==> config.mk <==
export PLATFORM = sky130hd
export DESIGN_NAME = pipe_hazard_ctrl
export DESIGN_NICKNAME = d
export VERILOG_FILES = /design/src/rtl/pipe_ctrl_pkg.sv /design/src/rtl/hazard_fwd_unit.sv /design/src/rtl/pipe_hazard_ctrl.sv
export SDC_FILE = /design/constraint.sdc
export NUM_CORES = 1
export LEC_CHECK = 0
export BUFFER_PORTS_ARGS = -buffer_cell sky130_fd_sc_hd__buf_2
export CAP_MARGIN = 20
export CORE_ASPECT_RATIO = 0.75
export CORE_MARGIN = 10
export CORE_UTILIZATION = 52
export DETAILED_ROUTE_END_ITERATION = 10
export PLACE_DENSITY = 0.85
export SYNTH_ARGS = -nofsm -noshare
export SYNTH_HDL_FRONTEND = slang
export SYNTH_SLANG_ARGS = --single-unit
==> constraint.sdc <==
create_clock -name clk -period 3.85 [get_ports clk]
set_input_delay 0.1925 -clock clk [delete_from_list [all_inputs] [get_ports clk]]
set_output_delay 0.1925 -clock clk [all_outputs]
set_load 0.1 [all_outputs]
==> src/rtl/pipe_ctrl_pkg.sv <==
// Shared types and constants for the 5-stage pipeline hazard controller.
// Holds the memory-wait FSM encoding, forwarding select codes and the PC register index.
package pipe_ctrl_pkg;

  typedef enum logic [1:0] {
    IDLE = 2'd0,
    WAIT = 2'd1,
    ERR  = 2'd2
  } memst_t;

  localparam logic [1:0] FWD_RF = 2'b00;
  localparam logic [1:0] FWD_W  = 2'b01;
  localparam logic [1:0] FWD_M  = 2'b10;

  localparam logic [3:0] REG_PC = 4'd15;

  // R15 is never a forwarding or load-use source; the PC path handles it.
  function automatic logic reg_hit(input logic [3:0] src, input logic [3:0] dst,
                                   input logic wr);
    return wr && (src == dst) && (dst != REG_PC);
  endfunction

endpackage

==> src/rtl/hazard_fwd_unit.sv <==
// Forwarding select for one E-stage operand.
// The M-stage result is newer than W, so it takes priority.
module hazard_fwd_unit
  import pipe_ctrl_pkg::*;
(
  input  logic [3:0] ra,
  input  logic [3:0] wa_m,
  input  logic [3:0] wa_w,
  input  logic       reg_write_m,
  input  logic       reg_write_w,
  output logic [1:0] fwd
);

  always_comb begin
    fwd = FWD_RF;
    if (reg_hit(ra, wa_m, reg_write_m)) begin
      fwd = FWD_M;
    end else if (reg_hit(ra, wa_w, reg_write_w)) begin
      fwd = FWD_W;
    end
  end

endmodule

==> src/rtl/pipe_hazard_ctrl.sv <==
// Hazard and sequencing controller: operand forwarding, load-use and PC-write stalls,
// data-memory wait freeze with sticky timeout, and a saturating stall-cycle counter.
module pipe_hazard_ctrl
  import pipe_ctrl_pkg::*;
#(
  parameter int MEM_TIMEOUT = 16,
  parameter int CNT_W       = 16
) (
  input  logic             clk,
  input  logic             reset,
  input  logic [3:0]       RA1D,
  input  logic [3:0]       RA2D,
  input  logic [3:0]       RA1E,
  input  logic [3:0]       RA2E,
  input  logic [3:0]       WA3E,
  input  logic [3:0]       WA3M,
  input  logic [3:0]       WA3W,
  input  logic             RegWriteM,
  input  logic             RegWriteW,
  input  logic             MemtoRegE,
  input  logic             PCSrcD,
  input  logic             PCSrcE,
  input  logic             PCSrcM,
  input  logic             PCSrcW,
  input  logic             BranchTakenE,
  input  logic             dmem_req,
  input  logic             dmem_ready,
  output logic [1:0]       ForwardAE,
  output logic [1:0]       ForwardBE,
  output logic             StallF,
  output logic             StallD,
  output logic             StallE,
  output logic             StallM,
  output logic             FlushD,
  output logic             FlushE,
  output logic             FlushW,
  output logic             mem_err,
  output logic [CNT_W-1:0] stall_cycles
);

  localparam int              WC_W    = $clog2(MEM_TIMEOUT + 1) + 1;
  localparam logic [WC_W-1:0] WC_ONE  = {{(WC_W-1){1'b0}}, 1'b1};
  localparam logic [WC_W-1:0] WC_LIM  = WC_W'(MEM_TIMEOUT);
  localparam logic [CNT_W-1:0] CNT_ONE = {{(CNT_W-1){1'b0}}, 1'b1};
  localparam logic [CNT_W-1:0] CNT_MAX = {CNT_W{1'b1}};

  memst_t            state_reg, state_next;
  logic [WC_W-1:0]   wait_cnt_reg, wait_cnt_next, wait_cnt_inc;
  logic              mem_err_reg, mem_err_next;
  logic [CNT_W-1:0]  stall_cnt_reg;

  logic [3:0]        ra_e [2];
  logic [1:0]        fwd_sel [2];

  logic              ldr_stall;
  logic              pc_wr_pend;
  logic              mem_stall;

  assign ra_e[0] = RA1E;
  assign ra_e[1] = RA2E;

  genvar gi;
  generate
    for (gi = 0; gi < 2; gi++) begin : g_fwd
      hazard_fwd_unit u_fwd (
        .ra          (ra_e[gi]),
        .wa_m        (WA3M),
        .wa_w        (WA3W),
        .reg_write_m (RegWriteM),
        .reg_write_w (RegWriteW),
        .fwd         (fwd_sel[gi])
      );
    end
  endgenerate

  assign ldr_stall  = MemtoRegE && ((RA1D == WA3E) || (RA2D == WA3E)) && (WA3E != REG_PC);
  assign pc_wr_pend = PCSrcD || PCSrcE || PCSrcM;

  // WAIT releases in the same cycle ready is seen, so ready masks the freeze there.
  assign mem_stall = ((state_reg == IDLE) && dmem_req && !dmem_ready) ||
                     ((state_reg == WAIT) && !dmem_ready) ||
                     (state_reg == ERR);

  assign wait_cnt_inc = wait_cnt_reg + WC_ONE;

  always_ff @(posedge clk) begin
    if (reset) begin
      state_reg     <= IDLE;
      wait_cnt_reg  <= '0;
      mem_err_reg   <= 1'b0;
      stall_cnt_reg <= '0;
    end else begin
      state_reg    <= state_next;
      wait_cnt_reg <= wait_cnt_next;
      mem_err_reg  <= mem_err_next;
      if (StallF && (stall_cnt_reg != CNT_MAX)) begin
        stall_cnt_reg <= stall_cnt_reg + CNT_ONE;
      end
    end
  end

  always_comb begin
    state_next    = state_reg;
    wait_cnt_next = wait_cnt_reg;
    mem_err_next  = mem_err_reg;
    case (state_reg)
      IDLE: begin
        if (dmem_req && !dmem_ready) begin
          state_next    = WAIT;
          wait_cnt_next = WC_ONE;
        end
      end
      WAIT: begin
        if (dmem_ready) begin
          state_next    = IDLE;
          wait_cnt_next = '0;
        end else begin
          wait_cnt_next = wait_cnt_inc;
          if (wait_cnt_inc >= WC_LIM) begin
            state_next   = ERR;
            mem_err_next = 1'b1;
          end
        end
      end
      ERR: begin
        state_next = ERR;
      end
      default: begin
        state_next    = IDLE;
        wait_cnt_next = '0;
      end
    endcase
  end

  // While frozen, redirects are deferred: the stage registers hold PCSrc*/BranchTakenE.
  always_comb begin
    ForwardAE = fwd_sel[0];
    ForwardBE = fwd_sel[1];
    StallF    = 1'b0;
    StallD    = 1'b0;
    StallE    = 1'b0;
    StallM    = 1'b0;
    FlushD    = 1'b0;
    FlushE    = 1'b0;
    FlushW    = 1'b0;
    if (reset) begin
      ForwardAE = FWD_RF;
      ForwardBE = FWD_RF;
      FlushD    = 1'b1;
      FlushE    = 1'b1;
      FlushW    = 1'b1;
    end else if (mem_stall) begin
      StallF = 1'b1;
      StallD = 1'b1;
      StallE = 1'b1;
      StallM = 1'b1;
      FlushW = 1'b1;
    end else begin
      StallF = ldr_stall || pc_wr_pend;
      StallD = ldr_stall;
      FlushD = pc_wr_pend || PCSrcW || BranchTakenE;
      FlushE = ldr_stall || BranchTakenE;
    end
  end

  assign mem_err      = mem_err_reg;
  assign stall_cycles = stall_cnt_reg;

endmodule

-- Yosys cells after proc, flatten, opt, wreduce, memory -nomap -nowiden
Index checks and enable logic that the tools add are counted.
- latch bits: 0
- memory bits (writable): 0
- word-level logic and storage cells: 76
- bits in registers: 25
- input port bits: 40
- ROM bits: 0
- memories kept: 0
- div/mod/pow operators: 0
- $mul: 0
- multiplexer cells: 24
- reductions and logical operators: 29
- eq/ne operators: 14
- add/sub/neg operators: 2
- shifts and indexed selects: 0
- bitwise operators: 2
- magnitude comparators: 1
- operators by type and width (operator ; count):
    $eq A4 B4 Y1 ; 6
    $pmux W6 S3 ; 1
    $add A16 B1 Y16 const B ; 1
    $ne A16 B16 Y1 const B ; 1
    $logic_and A1 B1 Y1 ; 15
    $mux W2 ; 7
    $mux W1 ; 13
    $mux W6 ; 2
    $ne A4 B4 Y1 const B ; 3
    $logic_or A1 B1 Y1 ; 9
    $add A6 B1 Y6 const B ; 1
    $ge A6 B5 Y1 const B ; 1
    $pmux W2 S3 ; 1
    $reduce_and A2 Y1 ; 2
    $ne A3 B2 Y1 const B ; 1
    $reduce_and A3 Y1 ; 1
    $eq A2 B1 Y1 const B ; 1
    $eq A2 B2 Y1 const B ; 1
    $logic_not A2 Y1 ; 1
    $ne A2 B1 Y1 const B ; 1
    $not A1 Y1 ; 2
    $logic_not A1 Y1 ; 1

-- Longest topological paths before layout
Gate-level depths: netlist (run 1).
- word-level depth: 8
- gate-level depth with buffers: 9

-- Hierarchy
Synthesis (run 1) repeated with hierarchy kept, for this count alone.
- cell total of the unflattened synthesis: 214
- area total of the unflattened synthesis: 1726.7 µm²
- modules (own cells, without submodules) (module ; area an instance (µm²) ; cells each ; times used):
    pipe_hazard_ctrl ; 1486.4 ; 180 ; 1
    hazard_fwd_unit ; 120.1 ; 17 ; 2

-- Worst setup path before layout (run 1)
OpenSTA, ideal clock, no wires.
- kind: input-to-output
- start: in reset
- end: out ForwardAE[1]
- slack: 170 ps
- cell stages on the path: 3
- path buffers: 2
- arrival time: 3487 ps
- cell sequence: clkbuf_1 -> clkbuf_1 -> nor4_1
- word-level cells in the longest chain between the ends: 1
- ends and longest elaborated chain (what ; line ; RTL):
    start: declaration ; pipe_hazard_ctrl.sv:10 ; input logic reset,
    $mux W2 ; pipe_hazard_ctrl.sv:146 ; if (reset) begin
    end: declaration ; pipe_hazard_ctrl.sv:28 ; output logic [1:0] ForwardAE,
Every way passes these cells.

-- Final worst setup path (run 1)
- start: reg state_reg[0]
- end: out StallF
- word-level cells in the longest chain between the ends: 7
- elaborated cells between the ends (all ways): 10
- those cells by class: 2 x eq/ne; 2 x mux; 6 x reduce/logical
- ends and longest elaborated chain (what ; line ; RTL):
    start: declaration ; pipe_hazard_ctrl.sv:47 ; memst_t state_reg, state_next;
    start signal: assignment ; pipe_hazard_ctrl.sv:93 ; state_reg <= state_next;
    $logic_not A2 Y1 ; pipe_hazard_ctrl.sv:80 ; assign mem_stall = ((state_reg == IDLE) && dmem_req && !dmem_ready) ||
    $logic_and A1 B1 Y1 (2 in a row) ; pipe_hazard_ctrl.sv:80 ;
    $logic_or A1 B1 Y1 ; pipe_hazard_ctrl.sv:80 ;
    $logic_or A1 B1 Y1 * ; pipe_hazard_ctrl.sv:81 ; ((state_reg == WAIT) && !dmem_ready) ||
    $mux W1 * ; pipe_hazard_ctrl.sv:152 ; end else if (mem_stall) begin
    $mux W1 * ; pipe_hazard_ctrl.sv:146 ;
    end: declaration ; pipe_hazard_ctrl.sv:30 ; output logic StallF,
Mark *: on every way between the ends. The rest lies on a longest branch, timed or not.

==> results of run 1 <==
==> layout make-up <==
type,count,area (µm²)
Clock buffer,3,41.3
Clock inverter,1,5.00
Fill cell,250,971
Multi-Input combinational cell,177,1120
Tap cell,38,47.5
Inverter,1,3.75
Timing Repair Buffer,67,335
Sequential cell,25,500
==> how the worst min path moves through the flow <==
stage | depth (start not counted) | slack (ns) | to | startpoint
after floorplan | 2 | 0.36 | stall_cycles[3] | reset
after global placement | 2 | 0.45 | mem_err | mem_err
after detailed placement | 2 | 0.45 | mem_err | mem_err
after CTS | 4 | 0.34 | state_reg[0] | dmem_ready
after global routing | 4 | 0.39 | state_reg[0] | dmem_ready
final | 4 | 0.35 | state_reg[0] | dmem_ready
==> power by group through the flow <==
stage | sequential [mW] | clock [mW] | combinational [mW]
after floorplan | 0.300 | 0 | 0.101
after global placement | 0.276 | 0 | 0.170
after detailed placement | 0.276 | 0 | 0.172
after CTS | 0.270 | 0.162 | 0.172
after global routing | 0.271 | 0.171 | 0.185
final | 0.270 | 0.157 | 0.171
==> tightest hold or removal path: cells and delay by family <==
family,cells,cell delay [ns]
compound gates,2,0.18
buf+inv,1,0.12
simple gates,1,0.08
==> metal layers <==
metal,up-vias,GRT usage,share of wire
met5,-,0,0
met4,0,0.0217,0.0035
met3,3,0.0621,0.097
met2,52,0.225,0.47
met1,783,0.185,0.43
li1,881,-,-
==> cell usage in the layout, fill, tap and decap left out, drive strengths merged, types with 2 or more instances in the layout <==
cell / synthesis / routed
o211ai: 3 / 3
dfxtp: 25 / 25
nor2b: 4 / 4
o21bai: 3 / 3
o31ai: 5 / 5
nand3: 5 / 5
o21ai: 13 / 13
nand2: 24 / 24
or3: 3 / 3
xor2: 4 / 4
nand3b: 2 / 2
clkbuf: 6 / 3
nor3: 7 / 7
or2: 3 / 3
nor2: 25 / 25
or4: 7 / 7
nand4: 10 / 10
buf: 4 / 67
a21oi: 14 / 14
nor4: 2 / 2
xnor2: 25 / 25
ha: 2 / 2
and3: 6 / 6
==> logic make-up after synthesis <==
group | Yosys count | share of synthesized area
AND/OR/NAND/NOR | 101 | 0.311
AO/OA/AOI/OAI | 43 | 0.174
XOR/XNOR | 29 | 0.151
flip-flops | 25 | 0.298
buffers and inverters | 11 | 0.0380
multiplexers | 2 | 0.0127
adder cells (fa/ha/maj) | 2 | 0.0149
==> results.md, run 1 <==
* Cts hold-fix bufs at 0
* Worst R2R Path Depth at 6
* Ports at 68
* DRC Markers at 0
* Clock share of power at 0.262
* Worst Hold Class: in -> reg
* Post-synth top area cell: dfxtp_1
* Share of the synthesized area in the top cell type at 0.298
* Top cells by area, synth: dfxtp_1, xnor2_1, nand2_1
* Worst hold slack at 0.351 ns
* Setup Buffers After CTS at 0
* CP startpoint: state_reg[0]
* Reg-to-reg endpoint: stall_cycles[15]
* Routed Antenna Nets at 0
* Async S/R FF share, synth at 0
* Syn_nets at 255
* Starting Density at 0.556
* Final WL at 4540 µm
* Combinational power share at 0.286
* Full die area at 5930 µm²
* Final min period at 2.21 ns
* Post-synthesis cell type count at 42
* Wire per inst at 14.6 µm
* Finished Layout Cells at 312
* Slowest Stage Delay on Critical Path at 0.49 ns
* Final Hold Viols at 0
* Std-Cell Rows at 17
* Fin crit share at 0.573
* Synth cell count leaders: dfxtp_1, xnor2_1, nand2_1, nor2_1, a21oi_1
* Clock sink count at 25
* Synth Instances at 213
* Status: completed
* Via count at 1719
* H-tree Lvls at 1
* Chip width at 85.6 µm
* Sequential power share at 0.452
* Final setup fails at 0
* Internal at 0.388 mW
* Sw Ratio at 0.352
* Largest net degree at the start of global routing at 39
* Worst VDD drop at 0.183 mV
* Clock Tree Buf Depth at 2
* Max reg flops at 16
* Clock Skews at 0.00314 ns
* First-pass GRT wire length at 7590 µm
* Initial antenna violation count at 0
* Unrepaired setup endpoints after global routing: false
* Worst R2R Start: state_reg[0]
* Maxcap violations at 0
* Worst setup EP type: primary output
* CTS tree: yes
* Post_cts resized at 0
* Vias in the first global route at 1617
* Seq/Total Area, Yosys at 0.298
* DP HPWL at 3630 µm
* Crit path to: StallF
* Worst slew pin tran at 0.631 ns
* Layout cell share with drive strength beyond 1 at 0.288
* Post-synth EDFFs at 0
* Placed insts at 308
* Total negative slack at 0 ns
* Worst EP required at 3.66 ns
* Crit-path max FO at 9
* Pins over their slew limit at 0
* Seq cells post-synth at 25
* Setup WS pre-CTS at 1.81 ns
* Final core utilization at 0.679
* Post-Layout Inst Area at 2050 µm²
* Global route total overflow at 0
* CTS root buf: clkbuf_8
* Layout Nets at 317
* Clock slew at reported path FFs at 0.09 ns
* Crit-path leading delay family: simple AND/OR/NAND/NOR gates
* Cell Area, Placed at 2000 µm²
* Slew headroom at 0.579
* GRT Total Usage at 0.146
* Worst EP arrival at 2.02 ns
* CP Cell Sequence: nor2_2 > o31ai_4 > or2_1 > nor2_1 > nor2_1 > buf_2
* Synth Cell Area at 1680 µm²
* CP max-delay cell: dfxtp_1
* Syn Area/Cell at 7.89 µm²
* Die Y at 69.2 µm
* Worst path depth at 6
* CP Buf/Inv Count at 1
* Final worst setup slack at 1.64 ns
* Leakage Power at 0.865 nW
* Power Density at 292 nW/µm²
* Area delta synth->final at 22.0%
* Setup CP Type: reg -> out
* Net switching power at 0.211 mW
* DRT iter0 DRCs at 117
* Max Freq at 453 MHz
* Routability congestion estimate at 0.838
* Commonest register cell after synthesis: dfxtp_1
* Core Area at 3020 µm²
* R2r setup slk at 1.76 ns
* Worst-Skew Late Latency at 0.27 ns
* First drt pass iteration count at 4
* Crit path launch type: flop
* IO buf count at 67
* Tot Pwr at 0.599 mW
* CTS buffer count at 3
* Vias/cell at 5.51
* Ant. Diodes at 0
* Cell mode on critical path: nor2_1
* Warnings from Yosys at 0
Note: power is estimated with default switching activity, not from simulation.
==> inputs of run 2 (changes only) <==
--- a/config.mk
+++ b/config.mk
@@ -9,9 +9,9 @@
 export CAP_MARGIN = 20
 export CORE_ASPECT_RATIO = 0.75
 export CORE_MARGIN = 10
-export CORE_UTILIZATION = 52
+export CORE_UTILIZATION = 48
 export DETAILED_ROUTE_END_ITERATION = 10
-export PLACE_DENSITY = 0.85
+export PLACE_DENSITY = 0.79
 export SYNTH_ARGS = -nofsm -noshare
 export SYNTH_HDL_FRONTEND = slang
 export SYNTH_SLANG_ARGS = --single-unit
==> constraint.sdc (replaced) <==
create_clock -name clk -period 2.1 [get_ports clk]
set_input_delay 0.105 -clock clk [delete_from_list [all_inputs] [get_ports clk]]
set_output_delay 0.105 -clock clk [all_outputs]
set_load 0.1 [all_outputs]
==> run 2 against run 1 <==
Effect of this change: count of clock-buffer cells in the layout is the same; worst setup slack got worse by 1.5 ns; clock power is 88% higher; power rose by 88%; global-route usage about the same; worst hold slack got worse by 0.12 ns; sequential power up 84%; clock skew up 0.0012 ns; combinational power up 96%; via count decreased by 0.23%; sequential share of layout area decreased by 0.21 points; die area up 6.1%.
==> results.md, run 2 (synthesis results as in run 1) <==
* Crit path launch type: flop
* Maxcap violations at 0
* Clock Skews at 0.00436 ns
* Full die area at 6290 µm²
* Status: completed
* Pins over their slew limit at 0
* First-pass GRT wire length at 7610 µm
* Crit-path max FO at 19
* Commonest non-fill, non-tap cells in the layout: buf_2, xnor2_1, nand2_1
* Max reg flops at 16
* CTS tree: yes
* Final core utilization at 0.650
* Routed Antenna Nets at 0
* Leading cell type in the layout, fill and taps excluded: buf_2
* Largest net degree at the start of global routing at 21
* Setup Buffers After CTS at 0
* Fin crit share at 0.911
* CTS root buf: clkbuf_8
* DRT iter0 DRCs at 59
* Setup CP Type: reg -> reg
* Slew headroom at 0.663
* DP HPWL at 3750 µm
* Final WL at 4550 µm
* IO buf count at 67
* Multi-input gate area at 1160 µm²
* Finished Layout Cells at 318
* CP Cell Sequence: ha_1 > nand2_1 > nor2_1 > nand4_2 > o21ai_4 > nor3_1 > mux2_1
* Initial antenna violation count at 0
* Ant. Diodes at 0
* GRT Total Usage at 0.146
* Clock sink count at 25
* Core Area at 3330 µm²
* Worst hold slack at 0.232 ns
* Die Y at 71.2 µm
* Std-Cell Rows at 18
* Worst EP required at 2.27 ns
* Starting Density at 0.504
* DRC Markers at 0
* Max Freq at 523 MHz
* Layout Nets at 321
* Worst EP arrival at 2.08 ns
* Final setup fails at 0
* Layout cell share with drive strength beyond 1 at 0.374
* Routability congestion estimate at 0.883
* Worst VDD drop at 0.306 mV
* FF/Latch Area at 524 µm²
* Chip width at 88.3 µm
* Area delta synth->final at 28.9%
* Power Density at 520 nW/µm²
* First drt pass iteration count at 4
* Leakage Power at 0.897 nW
* CP max-delay cell: dfxtp_4
* Worst Hold Class: in -> reg
* Global route total overflow at 0
* Crit-path leading delay family: simple AND/OR/NAND/NOR gates
* CTS buffer count at 3
* Wire per inst at 14.3 µm
* Cts hold-fix bufs at 0
* Via count at 1715
* Clock slew at reported path FFs at 0.09 ns
* Vias/cell at 5.39
* CP Buf/Inv Count at 0
* Tot Pwr at 1.13 mW
* Final min period at 1.91 ns
* H-tree Lvls at 1
* Worst setup EP type: flop
* Final Hold Viols at 0
* Post_cts resized at 0
* Placed insts at 314
* R2r setup slk at 0.19 ns
* Worst-Skew Late Latency at 0.27 ns
* Clock Tree Buf Depth at 2
* Unrepaired setup endpoints after global routing: false
* Worst slew pin tran at 0.509 ns
* Slowest Stage Delay on Critical Path at 0.38 ns
* Number of fill cells at 285
* Ports at 68
* Vias in the first global route at 1607
[run 2: cell count changes in the layout (fill, tap and decap cells not counted), sizes merged]
cell | before | now
clkinv | 1 | 0
clkinvlp | 0 | 1
buf | 67 | 71
[run 2: area by class of cell]
cell class	count	area share
clock inverters	1	0.00347
multi-input cells	177	0.535
repair buffers	71	0.176
clock buffers	3	0.0191
inverters	1	0.00173
well taps	40	0.0231
flip-flops and latches	25	0.242
[run 2: final timing paths]
kind                                 startpoint          endpoint  cells past startpoint
worst min register to register  stall_cycles[9]   stall_cycles[9]                      2
worst max-delay path            stall_cycles[0]  stall_cycles[13]                      7
worst min-delay path                      reset   stall_cycles[1]                      2
worst max register to register  stall_cycles[0]  stall_cycles[13]                      7
[run 2: metrics by stage]
| stage | instance area, µm² | worst slack [ns] | TNS, ns |
|---|---|---|---|
| after floorplan | 1750 | -0.545 | -1.40 |
| after global placement | 2120 | 0.305 | 0 |
| after detailed placement | 2120 | 0.188 | 0 |
| after CTS | 2170 | 0.169 | 0 |
| after global routing | 2170 | 0.0606 | 0 |
| final | 2170 | 0.187 | 0 |
[run 2: per-layer routing]
layer / wire, µm / track usage / vias to the layer above
li1: - / - / 890
met1: 2120 / 0.194 / 778
met2: 2130 / 0.226 / 43
met3: 277 / 0.0407 / 4
met4: 34 / 0.0340 / 0
met5: 0 / 0 / -
[run 2: power by group]
part,internal (mW),switching (mW)
clock,0.135,0.160
sequential,0.485,0.0116
combinational,0.106,0.229
==> inputs of run 3 (changes only) <==
--- a/config.mk
+++ b/config.mk
@@ -5,13 +5,16 @@
 export SDC_FILE = /design/constraint.sdc
 export NUM_CORES = 1
 export LEC_CHECK = 0
+export ABC_AREA = 1
 export BUFFER_PORTS_ARGS = -buffer_cell sky130_fd_sc_hd__buf_2
 export CAP_MARGIN = 20
 export CORE_ASPECT_RATIO = 0.75
 export CORE_MARGIN = 10
-export CORE_UTILIZATION = 48
+export CORE_UTILIZATION = 50
 export DETAILED_ROUTE_END_ITERATION = 10
-export PLACE_DENSITY = 0.79
+export HOLD_SLACK_MARGIN = 0.02
+export PLACE_DENSITY = 0.8
+export SLEW_MARGIN = 20
 export SYNTH_ARGS = -nofsm -noshare
 export SYNTH_HDL_FRONTEND = slang
 export SYNTH_SLANG_ARGS = --single-unit
==> run 3 against run 2 <==
Effect of this change: sequential power rose by 2%; power increased by 6.7%; sequential share of layout area is 2.5 points lower; cell count rose by 36%; first-iteration DRC count grew 32%.
==> results.md, run 3 <==
* Status: completed
* Largest net degree at the start of global routing at 21
* CTS buffer count at 3
* Commonest non-fill, non-tap cells in the layout: nand2_1, buf_2, inv_1
* Seq cells post-synth at 25
* Area delta synth->final at 22.9%
* Core Area at 3680 µm²
* Commonest register cell after synthesis: dfxtp_1
* Wire per inst at 11.7 µm
* Fin crit share at 0.886
* Vias in the first global route at 2015
* Worst VDD drop at 0.332 mV
* Syn Area/Cell at 6.07 µm²
* Post-synth top area cell: dfxtp_1
* CP Cell Sequence: inv_1 > nor2_1 > nand2_1 > nand3_1 > nand2_1 > inv_1 > buf_2
* Slew headroom at 0.671
* Worst slew pin tran at 0.497 ns
* Worst EP required at 2.00 ns
* Worst setup EP type: primary output
* Largest family of logic cells by synthesized area: simple AND/OR/NAND/NOR gates
* Worst hold slack at 0.157 ns
* CTS tree: yes
* Clock sink count at 25
* Final WL at 5080 µm
* Maxcap violations at 0
* Max Freq at 537 MHz
* Starting Density at 0.523
* Setup Buffers After CTS at 0
* Top cells by area, synth: dfxtp_1, nand2_1, inv_1
* Mux cell area share after synthesis at 0
* Die Y at 73.7 µm
* Post_cts resized at 0
* DRC Markers at 0
* Worst EP arrival at 1.76 ns
* Final setup fails at 0
* Synth Area in Compound Gates at 0.111
* Top-count cell post-synth: nand2_1
* IO buf count at 67
* Share of the synthesized area in the top cell type at 0.260
* Synth Cell Area at 1930 µm²
* Finished Layout Cells at 434
* H-tree Lvls at 1
* Final core utilization at 0.642
* Warnings from Yosys at 0
* GRT Total Usage at 0.155
* DP HPWL at 4210 µm
* Async S/R FF share, synth at 0
* Synth Area in XOR/XNOR at 0.0318
* Post-synth EDFFs at 0
* Crit-path max FO at 5
* Post-synthesis cell type count at 34
* Routability congestion estimate at 0.869
* Leading cell type in the layout, fill and taps excluded: nand2_1
* Crit path launch type: flop
* Synth Instances at 317
* First-pass GRT wire length at 8940 µm
* Net switching power at 0.473 mW
* Chip width at 91.7 µm
* Ant. Diodes at 0
* Clock share of power at 0.240
* DRT iter0 DRCs at 78
* Clock slew at reported path FFs at 0.08 ns
* Unrepaired setup endpoints after global routing: false
* Full die area at 6760 µm²
* Final min period at 1.86 ns
* Initial antenna violation count at 0
* Layout cell share with drive strength beyond 1 at 0.275
* Final Hold Viols at 0
* Total negative slack at 0 ns
* Layout Nets at 425
* Clock Tree Buf Depth at 2
* Power Density at 508 nW/µm²
* Routed Antenna Nets at 0
* Leakage Power at 1.38 nW
* Worst-Skew Late Latency at 0.27 ns
* Global route total overflow at 0
* Setup CP Type: reg -> out
* Vias/cell at 4.88
* Post-Synth Simple-Gate Area at 0.439
* Std-Cell Rows at 19
* Worst Hold Class: in -> reg
* Internal at 0.730 mW
* First drt pass iteration count at 4
* Pins over their slew limit at 0
* Placed insts at 430
* Sequential power share at 0.420
* Syn_nets at 359
* CTS root buf: clkbuf_8
* Clock Skews at 0.00994 ns
* Via count at 2120
* CP max-delay cell: buf_2
* Sw Ratio at 0.393
* Synth cell count leaders: nand2_1, inv_1, nor2_1, nand3_1, dfxtp_1
* Slowest Stage Delay on Critical Path at 0.45 ns
* Ports at 68
* Combinational power share at 0.340
* Adder-Cell Fraction of Synth Area at 0.0130
* Seq/Total Area, Yosys at 0.260
* Max reg flops at 16
* Cts hold-fix bufs at 0
run 3: cell count changes in the layout (fill, tap and decap cells not counted), sizes merged, moves of 5 or more:
cell   delta
nand2    +65
inv      +57
nand3    +25
xnor2    -22
nor2     +14
o21ai     -8
or4       -7
o31ai     -5
run 3: final timing paths:
path              depth (start not counted)  slack, ns             from               end
setup / recovery                          7       0.24     state_reg[0]            StallM
setup reg to reg                          8       0.39  stall_cycles[0]  stall_cycles[13]
hold reg to reg                           2       0.48          mem_err           mem_err
hold / removal                            3       0.16         dmem_req      state_reg[0]
run 3: per-stage QoR:
step,power (mW),instance area [µm²],setup WS (ns)
floorplan,0.824,1950,-0.144
global placement,0.917,2320,0.469
detailed placement,0.926,2320,0.401
CTS,1.21,2370,0.226
global route,1.27,2370,0.108
finish,1.20,2370,0.239
run 3: worst max-delay path, delay by kind of cell, from the launching register on:
| kind | cells | cell delay, ns |
|---|---|---|
| buf+inv | 3 | 0.65 |
| flops | 1 | 0.35 |
| simple gates | 4 | 0.49 |
run 3: cell type report:
class / count / area, µm²
Inverter: 58 / 218
Fill cell: 365 / 1320
Timing Repair Buffer: 69 / 365
Multi-Input combinational cell: 226 / 1160
Tap cell: 52 / 65.1
Sequential cell: 25 / 513
Clock inverter: 1 / 5.00
Clock buffer: 3 / 41.3
run 3: per-layer routing:
layer / global-route usage / wire length, µm / part of all wire
met4: 0.0156 / 14 / 0.0028
met1: 0.187 / 2230 / 0.44
met2: 0.284 / 2570 / 0.51
met5: 0 / 0 / 0
met3: 0.0346 / 260 / 0.051
run 3: kinds of logic (layout without fill, tap and decap cells):
logic type | after synthesis | count (layout)
AOI/OAI and AO/OA | 36 | 36
xor gates and xnor gates | 7 | 7
adders and majority gates | 2 | 2
buffers and inverters | 66 | 131
DFF | 25 | 25
and+or+nand+nor | 181 | 181
run 3: power by group through the flow:
stage,logic [mW],clock network (mW),registers (mW)
after floorplan,0.237,0,0.587
after global placement,0.402,0,0.514
after detailed placement,0.409,0,0.516
after CTS,0.411,0.298,0.505
after global routing,0.446,0.318,0.508
final,0.409,0.288,0.505
